## src/rtl/io_handshake_host.sv

```systemverilog
// io_handshake_host: drives operands onto in_bus with a timed io_handshake pulse and
// captures out_bus once after every group of OPS_PER_RESULT operands.
module io_handshake_host #(
    parameter int WIDTH          = 8,
    parameter int HIGH_CYCLES    = 16,
    parameter int LOW_CYCLES     = 16,
    parameter int OPS_PER_RESULT = 2,
    parameter int SETTLE_CYCLES  = 32
) (
    input  logic             clk,
    input  logic             n_reset,
    input  logic             flush,
    input  logic [WIDTH-1:0] op_data,
    input  logic             op_valid,
    output logic             op_ready,
    output logic [WIDTH-1:0] in_bus,
    output logic             io_handshake,
    input  logic [WIDTH-1:0] out_bus,
    output logic [WIDTH-1:0] res_data,
    output logic             res_valid,
    output logic             busy
);
    localparam int MAXHL = HIGH_CYCLES > LOW_CYCLES ? HIGH_CYCLES : LOW_CYCLES;
    localparam int MAXC  = MAXHL > SETTLE_CYCLES ? MAXHL : SETTLE_CYCLES;
    localparam int CW    = $clog2(MAXC + 1);
    localparam int OW    = $clog2(OPS_PER_RESULT + 1);
    localparam logic [CW-1:0] H_END = CW'(HIGH_CYCLES - 1);
    localparam logic [CW-1:0] L_END = CW'(LOW_CYCLES - 1);
    localparam logic [CW-1:0] S_END = CW'(SETTLE_CYCLES - 1);
    localparam logic [OW-1:0] O_END = OW'(OPS_PER_RESULT - 1);

    if (HIGH_CYCLES < 1 || LOW_CYCLES < 1 || OPS_PER_RESULT < 1 || SETTLE_CYCLES < 1) begin : g_param_check
        $error("io_handshake_host: HIGH/LOW/SETTLE_CYCLES and OPS_PER_RESULT must be >= 1");
    end

    typedef enum logic [2:0] {IDLE, SETUP, HIGH, LOW, SETTLE, CAPTURE} state_t;

    state_t        state, state_n;
    logic [CW-1:0] cnt;
    logic [OW-1:0] ops;
    logic          xfer, timed, last;

    assign op_ready = state == IDLE;
    assign busy     = !op_ready;
    assign xfer     = op_valid && op_ready && !flush;
    assign last     = ops == O_END;
    assign timed    = state == HIGH || state == LOW || state == SETTLE;

    always_comb begin
        state_n = state;
        case (state)
            IDLE:    state_n = op_valid ? SETUP : IDLE;
            SETUP:   state_n = HIGH;
            HIGH:    state_n = cnt == H_END ? LOW : HIGH;
            LOW:     state_n = cnt != L_END ? LOW : last ? SETTLE : IDLE;
            SETTLE:  state_n = cnt == S_END ? CAPTURE : SETTLE;
            CAPTURE: state_n = IDLE;
            default: state_n = IDLE;
        endcase
        if (flush) state_n = IDLE;
    end

    always_ff @(posedge clk or negedge n_reset) begin
        if (!n_reset) state <= IDLE;
        else          state <= state_n;
    end

    // Phase counter restarts on every state change, so it only ever counts within one phase
    always_ff @(posedge clk or negedge n_reset) begin
        if (!n_reset) begin
            cnt          <= '0;
            ops          <= '0;
            in_bus       <= '0;
            io_handshake <= 1'b0;
            res_data     <= '0;
            res_valid    <= 1'b0;
        end else begin
            cnt          <= state_n != state ? '0 : cnt + CW'(timed);
            ops          <= flush ? '0 : (state == LOW && cnt == L_END) ? (last ? '0 : ops + OW'(1)) : ops;
            io_handshake <= state_n == HIGH;
            res_valid    <= state == CAPTURE && !flush;
            if (xfer) in_bus <= op_data;
            if (state == CAPTURE && !flush) res_data <= out_bus;
        end
    end
endmodule

```

## config.mk

```make
export PLATFORM = sky130hd
export DESIGN_NAME = io_handshake_host
export DESIGN_NICKNAME = d
export VERILOG_FILES = /design/src/rtl/io_handshake_host.sv
export SDC_FILE = /design/constraint.sdc
export NUM_CORES = 1
export LEC_CHECK = 0
export CAP_MARGIN = 40
export CORE_ASPECT_RATIO = 1.4
export CORE_MARGIN = 2
export CORE_UTILIZATION = 49
export CTS_BUF_LIST = sky130_fd_sc_hd__clkbuf_4 sky130_fd_sc_hd__clkbuf_8 sky130_fd_sc_hd__clkbuf_16
export CTS_CLUSTER_DIAMETER = 80
export DETAILED_ROUTE_END_ITERATION = 7
export PLACE_DENSITY_LB_ADDON = 0.05
export SLEW_MARGIN = 20
export SYNTH_ARGS = -nofsm -noshare
export SYNTH_HDL_FRONTEND = slang
export SYNTH_SLANG_ARGS = --single-unit
export TNS_END_PERCENT = 10
```

## constraint.sdc

```tcl
create_clock -name clk -period 4.8 [get_ports clk]
set_clock_uncertainty 0.2 [all_clocks]
set_input_delay 0.96 -clock clk [delete_from_list [all_inputs] [get_ports clk]]
set_output_delay 0.96 -clock clk [all_outputs]
set_load 0.005 [all_outputs]
```

# Word level (Yosys, flattened, before mapping)
# Index checks and enable logic that the tools add are counted.
[op_classes] addsub=2 n_eq_ne=11 mux=11 n_reduce_logical=10
[op_table] cell="$pmux W3 S5" n=1
[op_table] cell="$eq A3 B2 Y1 const B" n=3
[op_table] cell="$mux W3" n=3
[op_table] cell="$add A6 B1 Y6" n=1
[op_table] cell="$eq A3 B3 Y1 const B" n=2
[op_table] cell="$eq A6 B4 Y1 const B" n=1
[op_table] cell="$eq A6 B5 Y1 const B" n=1
[op_table] cell="$mux W2" n=3
[op_table] cell="$mux W6" n=1
[op_table] cell="$ne A6 B4 Y1 const B" n=1
[op_table] cell="$logic_and A1 B1 Y1" n=4
[op_table] cell="$eq A3 B1 Y1 const B" n=1
[op_table] cell="$logic_not A3 Y1" n=1
[op_table] cell="$mux W1" n=3
[op_table] cell="$ne A3 B3 Y1" n=1
[op_table] cell="$add A2 B1 Y2 const B" n=1
[op_table] cell="$eq A2 B1 Y1 const B" n=1
[op_table] cell="$logic_not A1 Y1" n=2
[op_table] cell="$logic_or A1 B1 Y1" n=2
[op_table] cell="$reduce_bool A2 Y1" n=1
[totals] ff_bits=29 output_inout_bits=20 wordCells=41

# Depth between registers and ports, before layout
# Gate-level depths: netlist of run 1.
[depth] word_depth=7 mapped_depth=9 ltp_nobuf=8

# Worst setup path after synthesis of run 1
# No wires, ideal clock.
[synth_timing] path_kind="input port to flip-flop" start="input port flush" end="register cnt[2]" setup_time_ns=0.130 arrival_time_ns=1.897 setup_slack_ns=2.573 stages=5 cell_sequence="buf_2 nor4b_1 nand2_1 o221ai_2 nor2_1"
[synth_between] elab_chain_cells=3
[synth_lines] element="from (decl)" line="12" rtl="input logic flush,"
[synth_lines] element="$mux W3" line="60" rtl="if (flush) state_n = IDLE;"
[synth_lines] element="$ne A3 B3 Y1" line="78" rtl="cnt <= state_n != state ? '0 : cnt + CW'(timed);"
[synth_lines] element="$mux W6" line="78"
[synth_lines] element="to (signal assigned)" line="78"
[synth_lines] element="to (decl)" line="39" rtl="logic [CW-1:0] cnt;"
# No other way between the ends.
# A chain may end at the register's enable or synchronous reset.

# Worst setup path in the final report of run 1
[layout_timing] start="register state[1]" end="output port op_ready"
[layout_between] elab_chain_cells=1
[layout_lines] element="from (decl)" line="38" rtl="state_t state, state_n;"
[layout_lines] element="from (signal assigned)" line="65" rtl="else state <= state_n;"
[layout_lines] element="$logic_not A3 Y1" line="43" rtl="assign op_ready = state == IDLE;"
[layout_lines] element="to (decl)" line="15" rtl="output logic op_ready,"
# No other way between the ends.

==> flow_summary_export.csv, run 1 <==
group,metric,value,unit
floorplan,die_h,65.9,µm
clock_network,cts_buffer_depth,2,
place,dp_cells,179,
timing,max-slew-margin-rel,60.3,%
clock_network,cts_resized,0,
worst_setup_path,crit_fanout,10,
worst_setup_path,crit_family,"buffers and inverters",
logic_synthesis,synth_area_leader_cell,"dfrtp_1",
worst_setup_path,critPathBufInv,1,
clock_network,post_cts_buffers,0,
global_route,grt_first_pass_wirelength,4400,µm
logic_synthesis,synth_seq_cells,29,
pwr,irDropWorstVdd,0.267,mV
worst_setup_path,ff2ff_setup_slack,2.88,ns
timing,rsz0062_at_grt,"false",
floorplan,start_util,51.3,%
place,gp_congestion,0.850,
floorplan,ios,40,
hold_path,hp-class,"reg -> reg",
drt,wire_per_inst,13.7,µm
floorplan,fp-row-count,22,
timing,tightestPinTransition,0.594,ns
global_route,grt_usage,20.0,%
timing,setup-tns-final,0,ns
final_layout,n_fill_cell,202,
clock_network,cts_tree,"built",
drt,drt_iter0_drc,20,
final_layout,final_cells,186,
timing,post-route-period-util,58.2,%
clock_network,worstSkewPairLatency,0.32,ns
logic_synthesis,yosys_warnings,0,
global_route,grt_pass1_vias,1031,
pwr,pwr-share-clk,28.4,%
worst_setup_path,crit_required,3.64,ns
worst_setup_path,path_cells,"nor3_1 > clkdlybuf4s50_1",
timing,max_freq,0.358,GHz
logic_synthesis,synth_area_leaders,"dfrtp_1 (54%), mux2_2 (14%), nor2_1 (3.4%)",
logic_synthesis,synth.most_common_cell,"dfrtp_1",
logic_synthesis,syn_area,1340,µm²
drt,vias,964,
global_route,antenna_found_initial,0,
worst_setup_path,cpMaxStageDelayCell,"clkdlybuf4s50_1",
logic_synthesis,syn_inst,108,
pwr,combPwrFrac,19.0,%
logic_synthesis,synth-edff-count,0,
final_layout,drive_above_1_share,22.7,%
worst_setup_path,critPathCaptureType,"primary output",
pwr,pwr-share-seq,52.6,%
outcome,status,"completed",
logic_synthesis,ys_types,31,
drt,antenna_left,0,
global_route,overflow,0,
logic_synthesis,ys_seq_area_share,54.1,%
timing,min_period,2.79,ns
pwr,leakage,0.810,nW
pwr,cellPowerDensity,294,nW/µm²
floorplan,core,2620,µm²
clock_network,cts_hold_buffers,0,
clock_network,clkSinkCount,29,
clock_network,cts_buffers,5,
global_route,grt_max_degree,30,
place,dp_hpwl,1950,µm
run,max-cap-violations,0,
final_layout,diodes,0,
drt,routed_wl,2540,µm
logic_synthesis,synth_top_area_share,54.1,%
worst_setup_path,crit_type,"reg -> out",
timing,report.final.slew_viol_count,0,
final_layout,fin_nets,172,
timing,setup_viol,0,
clock_network,clkTransAtPathRegs,0.08,ns
final_layout,area_growth,35.0,%
timing,finalHoldViolCount,0,
floorplan,dieArea,3180,µm²
logic_synthesis,syn-num-nets,130,
worst_setup_path,max_stage_delay,0.54,ns
drt,drcViolationCount,0,
logic_synthesis,yosys-top-cells-count,"dfrtp_1 (29), mux2_2 (17), nor2_1 (12)",
clock_network,cts_root_buf,"clkbuf_4",
pwr,intPower,0.404,mW
logic_synthesis,async_reset_ff_share,100,%
floorplan,die_width,48.2,µm
worst_setup_path,worst_setup_path_start_kind,"register",
drt,first_pass_iters,4,
pwr,switching_share,24.0,%
drt,viasPerCell,5.18,
logic_synthesis,syn_area_per_cell,12.4,µm²
clock_network,h-tree-depth,2,
logic_synthesis,ys.flop_type,"dfrtp_1",
place,port_buffers,39,
worst_setup_path,arrival,1.63,ns
pwr,p_sw,0.128,mW
[area by class of cell]
| class | count | area, µm² | area share (%) |
|---|---|---|---|
| Inverter | 6 | 22.5 | 1.24 |
| Timing Repair Buffer | 40 | 398 | 21.9 |
| Tap cell | 36 | 45.0 | 2.48 |
| Multi-Input combinational cell | 68 | 563 | 31.1 |
| Sequential cell | 29 | 726 | 40.0 |
| Clock buffer | 7 | 58.8 | 3.24 |
[through the flow]
stage	utilization [%]	power, mW	cell area (µm²)	hold WS, ns	setup slack [ns]
after CTS	69.3	0.539	1810	0.298	2.00
final	69.3	0.532	1810	0.292	2.01
after detailed placement	67.1	0.387	1750	0.281	1.80
after floorplan	-	0.321	1340	0.251	2.57
after global routing	69.3	0.563	1810	0.325	1.89
after global placement	67.1	0.383	1750	0.270	1.85
[power groups by stage]
stage | registers (mW) | logic, mW | clock network (mW)
final | 0.280 | 0.101 | 0.151
after global routing | 0.283 | 0.111 | 0.169
after CTS | 0.280 | 0.103 | 0.156
after detailed placement | 0.285 | 0.102 | 0
after global placement | 0.283 | 0.0998 | 0
after floorplan | 0.281 | 0.0400 | 0
[cells by family (layout without fill, tap and decap cells)]
kind of cell | Yosys count | after routing | synth area share (%)
and+or+nand+nor | 34 | 34 | 16.3
DFF | 29 | 29 | 54.1
muxes | 17 | 17 | 14.3
AOI/OAI and AO/OA | 11 | 11 | 6.90
buffers and inverters | 11 | 53 | 4.01
xor gates and xnor gates | 4 | 4 | 2.61
adders and majority gates | 2 | 2 | 1.86
[path summary, 6_finish.rpt]
check	start	to	cells past startpoint
min in group asynchronous	n_reset	cnt[2]	2
worst max register to register	state[0]	res_data[3]	3
max in group asynchronous	n_reset	state[0]	2
worst min register to register	ops[0]	ops[1]	1
worst max-delay path	state[1]	op_ready	2
worst min-delay path	ops[0]	ops[1]	1
[flip-flops by register name (all words and copies together), names as in the netlist]
signal / flops
cnt: 6
io_handshake: 1
state: 3
res_valid: 1
in_bus: 8
ops: 2
res_data: 8
[cell usage in the layout, fill, tap and decap left out, drive strengths merged, types with 2 or more instances in the layout]
cell | Yosys | final
ha | 2 | 2
mux2 | 17 | 17
xor2 | 2 | 2
clkbuf | 0 | 7
nor2 | 12 | 12
a21oi | 2 | 2
nand2 | 7 | 7
inv | 6 | 6
clkdlybuf4s50 | 0 | 39
nor4b | 2 | 2
a211oi | 3 | 3
dfrtp | 29 | 29
nor2b | 2 | 2
nor3 | 3 | 3
nor4 | 2 | 2
nand3 | 2 | 2
xnor2 | 2 | 2
[per-layer routing]
metal / GRT usage [%] / routed length [µm] / vias to the layer above
li1: - / - / 461
met5: 0 / 0 / -
met1: 20.4 / 928 / 466
met3: 9.29 / 214 / 7
met4: 9.46 / 60 / 0
met2: 32.7 / 1340 / 30
Power figures use the tool's default switching activity.
==> run 2, diff against run 1 <==
CORE_UTILIZATION = 46   (was 49)
clock period = 2.8 ns   (was 4.8 ns; I/O delays follow)
==> flow_summary_export.csv, run 2 (synthesis results as in run 1) <==
group,metric,value,unit
place,placed_cell_area,1760,µm²
final_layout,reg_top3,"in_bus x8, res_data x8, cnt x6",
worst_setup_path,crit_required,2.04,ns
timing,tightestPinTransition,0.484,ns
drt,m1WireLength,986,µm
drt,met3_length,194,µm
floorplan,ios,40,
drt,routed_wl,2630,µm
drt,vias,965,
place,gp_congestion,0.880,
final_layout,final_cell_mix,"clkdlybuf4s50_1 (39), dfrtp_1 (29), mux2_2 (17)",
pwr,cellPowerDensity,586,nW/µm²
timing,post-route-period-util,84.0,%
final_layout,final_cell_area,1880,µm²
place,dp_cells,181,
final_layout,fin_nets,173,
place,dp_hpwl,1950,µm
final_layout,drive_above_1_share,23.7,%
worst_setup_path,crit_fanout,10,
clock_network,cts_hold_buffers,0,
global_route,grt_usage,18.2,%
outcome,status,"completed",
drt,top_layer,"met4",
drt,viasPerCell,5.11,
timing,min_period,2.35,ns
final_layout,diodes,0,
pwr,irDropWorstVdd,0.452,mV
worst_setup_path,worst_setup_path_start_kind,"register",
timing,max-slew-margin-rel,67.7,%
worst_setup_path,arrival,1.59,ns
clock_network,cts_buffer_depth,2,
pwr,leakage,0.843,nW
clock_network,clkSinkCount,29,
clock_network,cts_buffers,5,
drt,drcViolationCount,0,
global_route,grt_max_degree,30,
floorplan,die_width,49.7,µm
drt,wire_per_inst,13.9,µm
clock_network,cts_resized,0,
place,port_buffers,39,
drt,drt_iter0_drc,25,
clock_network,worstSkewPairLatency,0.28,ns
clock_network,cts_root_buf,"clkbuf_8",
timing,max_freq,0.425,GHz
timing,setup-tns-final,0,ns
clock_network,post_cts_buffers,0,
global_route,grt_pass1_vias,989,
global_route,antenna_found_initial,0,
clock_network,h-tree-depth,2,
hold_path,hp-class,"reg -> reg",
worst_setup_path,crit_type,"reg -> out",
timing,report.final.slew_viol_count,0,
final_layout,final_cells,189,
clock_network,clkTransAtPathRegs,0.06,ns
global_route,grt_first_pass_wirelength,4510,µm
timing,rsz0062_at_grt,"false",
drt,first_pass_iters,4,
drt,wl_met2,1390,µm
final_layout,area_growth,40.3,%
run,max-cap-violations,0,
floorplan,dieArea,3370,µm²
final_layout,n_fill_cell,244,
timing,setup_viol,0,
timing,finalHoldViolCount,0,
floorplan,fp-row-count,23,
final_layout,final_common_cell,"clkdlybuf4s50_1",
floorplan,die_h,67.9,µm
clock_network,cts_tree,"built",
worst_setup_path,ff2ff_setup_slack,0.91,ns
drt,antenna_left,0,
floorplan,core,2820,µm²
worst_setup_path,critPathCaptureType,"primary output",
global_route,overflow,0,
floorplan,start_util,47.6,%
## run 2: changes by cell type in the layout (fill, tap and decap cells not counted), sizes merged
cell and delta:
bufinv +1, buf +1
## run 2: layer usage
layer | track usage, % | up-vias
met2 | 32.0 | 33
met1 | 19.4 | 467
met4 | 9.38 | 0
met3 | 6.33 | 5
met5 | 0 | -
li1 | - | 460
## run 2: worst max-delay path: stages (launching register included)
cell and delay, ns:
dfrtp_1 0.50, nor3_1 0.27, clkdlybuf4s50_1 0.54
## run 2: final cells by class
class | instances | area, µm² | share of cell area [%]
clock inverter | 1 | 30.0 | 1.59
tap | 37 | 46.3 | 2.46
inverter | 6 | 22.5 | 1.20
clock buffer | 7 | 90.1 | 4.78
multi-input combinational | 68 | 563 | 29.9
timing repair buffer | 41 | 405 | 21.5
sequential | 29 | 726 | 38.5
## run 2: worst paths after layout
| check | start | to | cells after the start |
|---|---|---|---|
| worst max-delay path | state[1] | op_ready | 2 |
| worst min-delay path | ops[0] | ops[1] | 1 |
| worst max register to register | state[1] | cnt[5] | 8 |
| worst min register to register | ops[0] | ops[1] | 1 |
| max in group asynchronous | n_reset | in_bus[1] | 2 |
| min in group asynchronous | n_reset | cnt[2] | 2 |
## run 2: where the power goes
| part | switching [mW] | internal [mW] | total, mW |
|---|---|---|---|
| clock network | 0.150 | 0.299 | 0.449 |
| logic | 0.0604 | 0.112 | 0.172 |
| registers | 0.0273 | 0.454 | 0.481 |
## run 2: per-stage QoR
step | hold slack (ns) | util (%) | total power [mW] | setup WS (ns)
finish | 0.290 | 66.8 | 1.10 | 0.447
global placement | 0.278 | 62.5 | 0.657 | 0.301
global route | 0.313 | 66.8 | 1.15 | 0.362
floorplan | 0.0644 | - | 0.551 | 0.973
CTS | 0.291 | 66.8 | 1.12 | 0.435
detailed placement | 0.282 | 62.5 | 0.661 | 0.240
==> run 3, diff against run 2 <==
clock period = 2.2 ns   (was 2.8 ns; I/O delays follow)
==> flow_summary_export.csv, run 3 (synthesis results as in run 1) <==
group,metric,value,unit
run,max-cap-violations,0,
timing,max_freq,0.470,GHz
drt,viasPerCell,5.14,
worst_setup_path,crit_required,1.56,ns
clock_network,cts_buffer_depth,2,
hold_path,hp-class,"reg -> reg",
final_layout,reg_top3,"in_bus x8, res_data x8, cnt x6",
final_layout,final_cell_area,1950,µm²
floorplan,core,2820,µm²
worst_setup_path,worst_setup_path_start_kind,"register",
global_route,grt_pass1_vias,1094,
clock_network,h-tree-depth,2,
floorplan,dieArea,3370,µm²
timing,report.final.slew_viol_count,0,
worst_setup_path,crit_fanout,9,
clock_network,worstSkewPairLatency,0.26,ns
final_layout,area_growth,45.3,%
worst_setup_path,crit_family,"buffers and inverters",
worst_setup_path,reg2reg_to,"cnt[5]",
place,post-place-ws,-0.113,ns
outcome,status,"completed",
drt,drt_iter0_drc,30,
place,port_buffers,39,
timing,rsz0062_at_grt,"false",
worst_setup_path,arrival,1.49,ns
worst_setup_path,reg2regPathDepth,9,
final_layout,diodes,0,
worst_setup_path,ff2ff_setup_slack,0.29,ns
worst_setup_path,critPathCaptureType,"primary output",
floorplan,die_width,49.7,µm
worst_setup_path,path_cells,"nor3_4 > clkdlybuf4s50_1",
global_route,overflow,0,
final_layout,final_cell_mix,"clkdlybuf4s50_1 (39), dfrtp_1 (28), mux2_2 (17)",
pwr,irDropWorstVdd,0.477,mV
place,dp_hpwl,2070,µm
worst_setup_path,crit_start,"state[0]",
timing,tightestPinTransition,0.374,ns
final_layout,fin_nets,180,
timing,min_period,2.13,ns
worst_setup_path,cpMaxStageDelayCell,"clkdlybuf4s50_1",
final_layout,final_common_cell,"clkdlybuf4s50_1",
worst_setup_path,critPathBufInv,1,
floorplan,fp-row-count,23,
worst_setup_path,reg2reg_from,"state[1]",
timing,max-slew-margin-rel,75.1,%
place,placed_cell_area,1830,µm²
clock_network,cts_root_buf,"clkbuf_8",
timing,post-route-period-util,96.7,%
timing,final.setup.worst_slack,0.0721,ns
drt,wire_per_inst,13.9,µm
timing,setup_viol,0,
floorplan,die_h,67.9,µm
final_layout,n_fill_cell,226,
drt,drcViolationCount,0,
drt,routed_wl,2710,µm
pwr,leakage,0.880,nW
clock_network,clkSinkCount,29,
drt,antenna_left,0,
hold_path,hold_end,"ops[1]",
global_route,grt_max_degree,30,
global_route,antenna_found_initial,0,
clock_network,clkTransAtPathRegs,0.06,ns
floorplan,start_util,47.6,%
final_layout,drive_above_1_share,28.5,%
global_route,grt_usage,18.2,%
worst_setup_path,crit_type,"reg -> out",
timing,setup-tns-final,0,ns
timing,finalHoldViolCount,0,
place,gp_congestion,0.829,
drt,first_pass_iters,4,
drt,vias,1003,
pwr,cellPowerDensity,693,nW/µm²
worst_setup_path,max_stage_delay,0.52,ns
global_route,grt_first_pass_wirelength,4590,µm
hold_path,min_delay_path_depth,1,
floorplan,ios,40,
clock_network,cts_buffers,5,
clock_network,cts_tree,"built",
hold_path,hp-start,"ops[0]",
-- run 3: worst reg2reg max path, delay by kind of cell, from the launching register on --
kind | cells | cell delay (ns)
simple gates | 6 | 0.68
buf+inv | 1 | 0.19
fa+ha+maj | 1 | 0.18
xor+xnor | 1 | 0.14
flops | 1 | 0.41
-- run 3: how the worst max path moves through the flow --
| stage | to | depth (start not counted) |
|---|---|---|
| floorplan | cnt[2] | 5 |
| global placement | cnt[2] | 5 |
| CTS | op_ready | 2 |
| detailed placement | cnt[2] | 5 |
| finish | op_ready | 2 |
| global route | op_ready | 2 |
-- run 3: per-layer routing --
layer	global-route usage (%)	vias to the layer above	share of wire [%]
li1	-	474	-
met1	18.9	485	36
met2	33.8	39	55
met3	5.90	5	7.6
met4	7.29	0	1.3
met5	0	-	0
-- run 3: what timing repair did --
item | in CTS | in global routing
buffers inserted | 0 | 0
endpoints found under the setup margin | 1 | 4
hold endpoints to repair | 0 | 0
hold buffers | 0 | 0
gates resized for setup | 1 | 3
-- run 3: final cells by class --
class,count,area [µm²],area share [%]
Sequential cell,29,727,37.3
Tap cell,37,46.3,2.37
Timing Repair Buffer,48,470,24.1
Inverter,6,22.5,1.15
Clock buffer,5,68.8,3.53
Clock inverter,2,35.0,1.80
Multi-Input combinational cell,68,581,29.8
-- run 3: where the power goes --
group | switching (mW) | internal (mW)
clock | 0.177 | 0.328
sequential | 0.0313 | 0.578
combinational | 0.0841 | 0.154
total | 0.292 | 1.06
-- run 3: metrics by stage --
step / utilization, % / instances / hold slack (ns) / total power [mW]
CTS: 68.7 / 195 / 0.299 / 1.37
detailed placement: 64.8 / 188 / 0.290 / 0.853
finish: 69.2 / 195 / 0.298 / 1.35
floorplan: - / 108 / -0.0556 / 0.701
global route: 69.2 / 195 / 0.326 / 1.42
global placement: 64.8 / 188 / 0.281 / 0.846
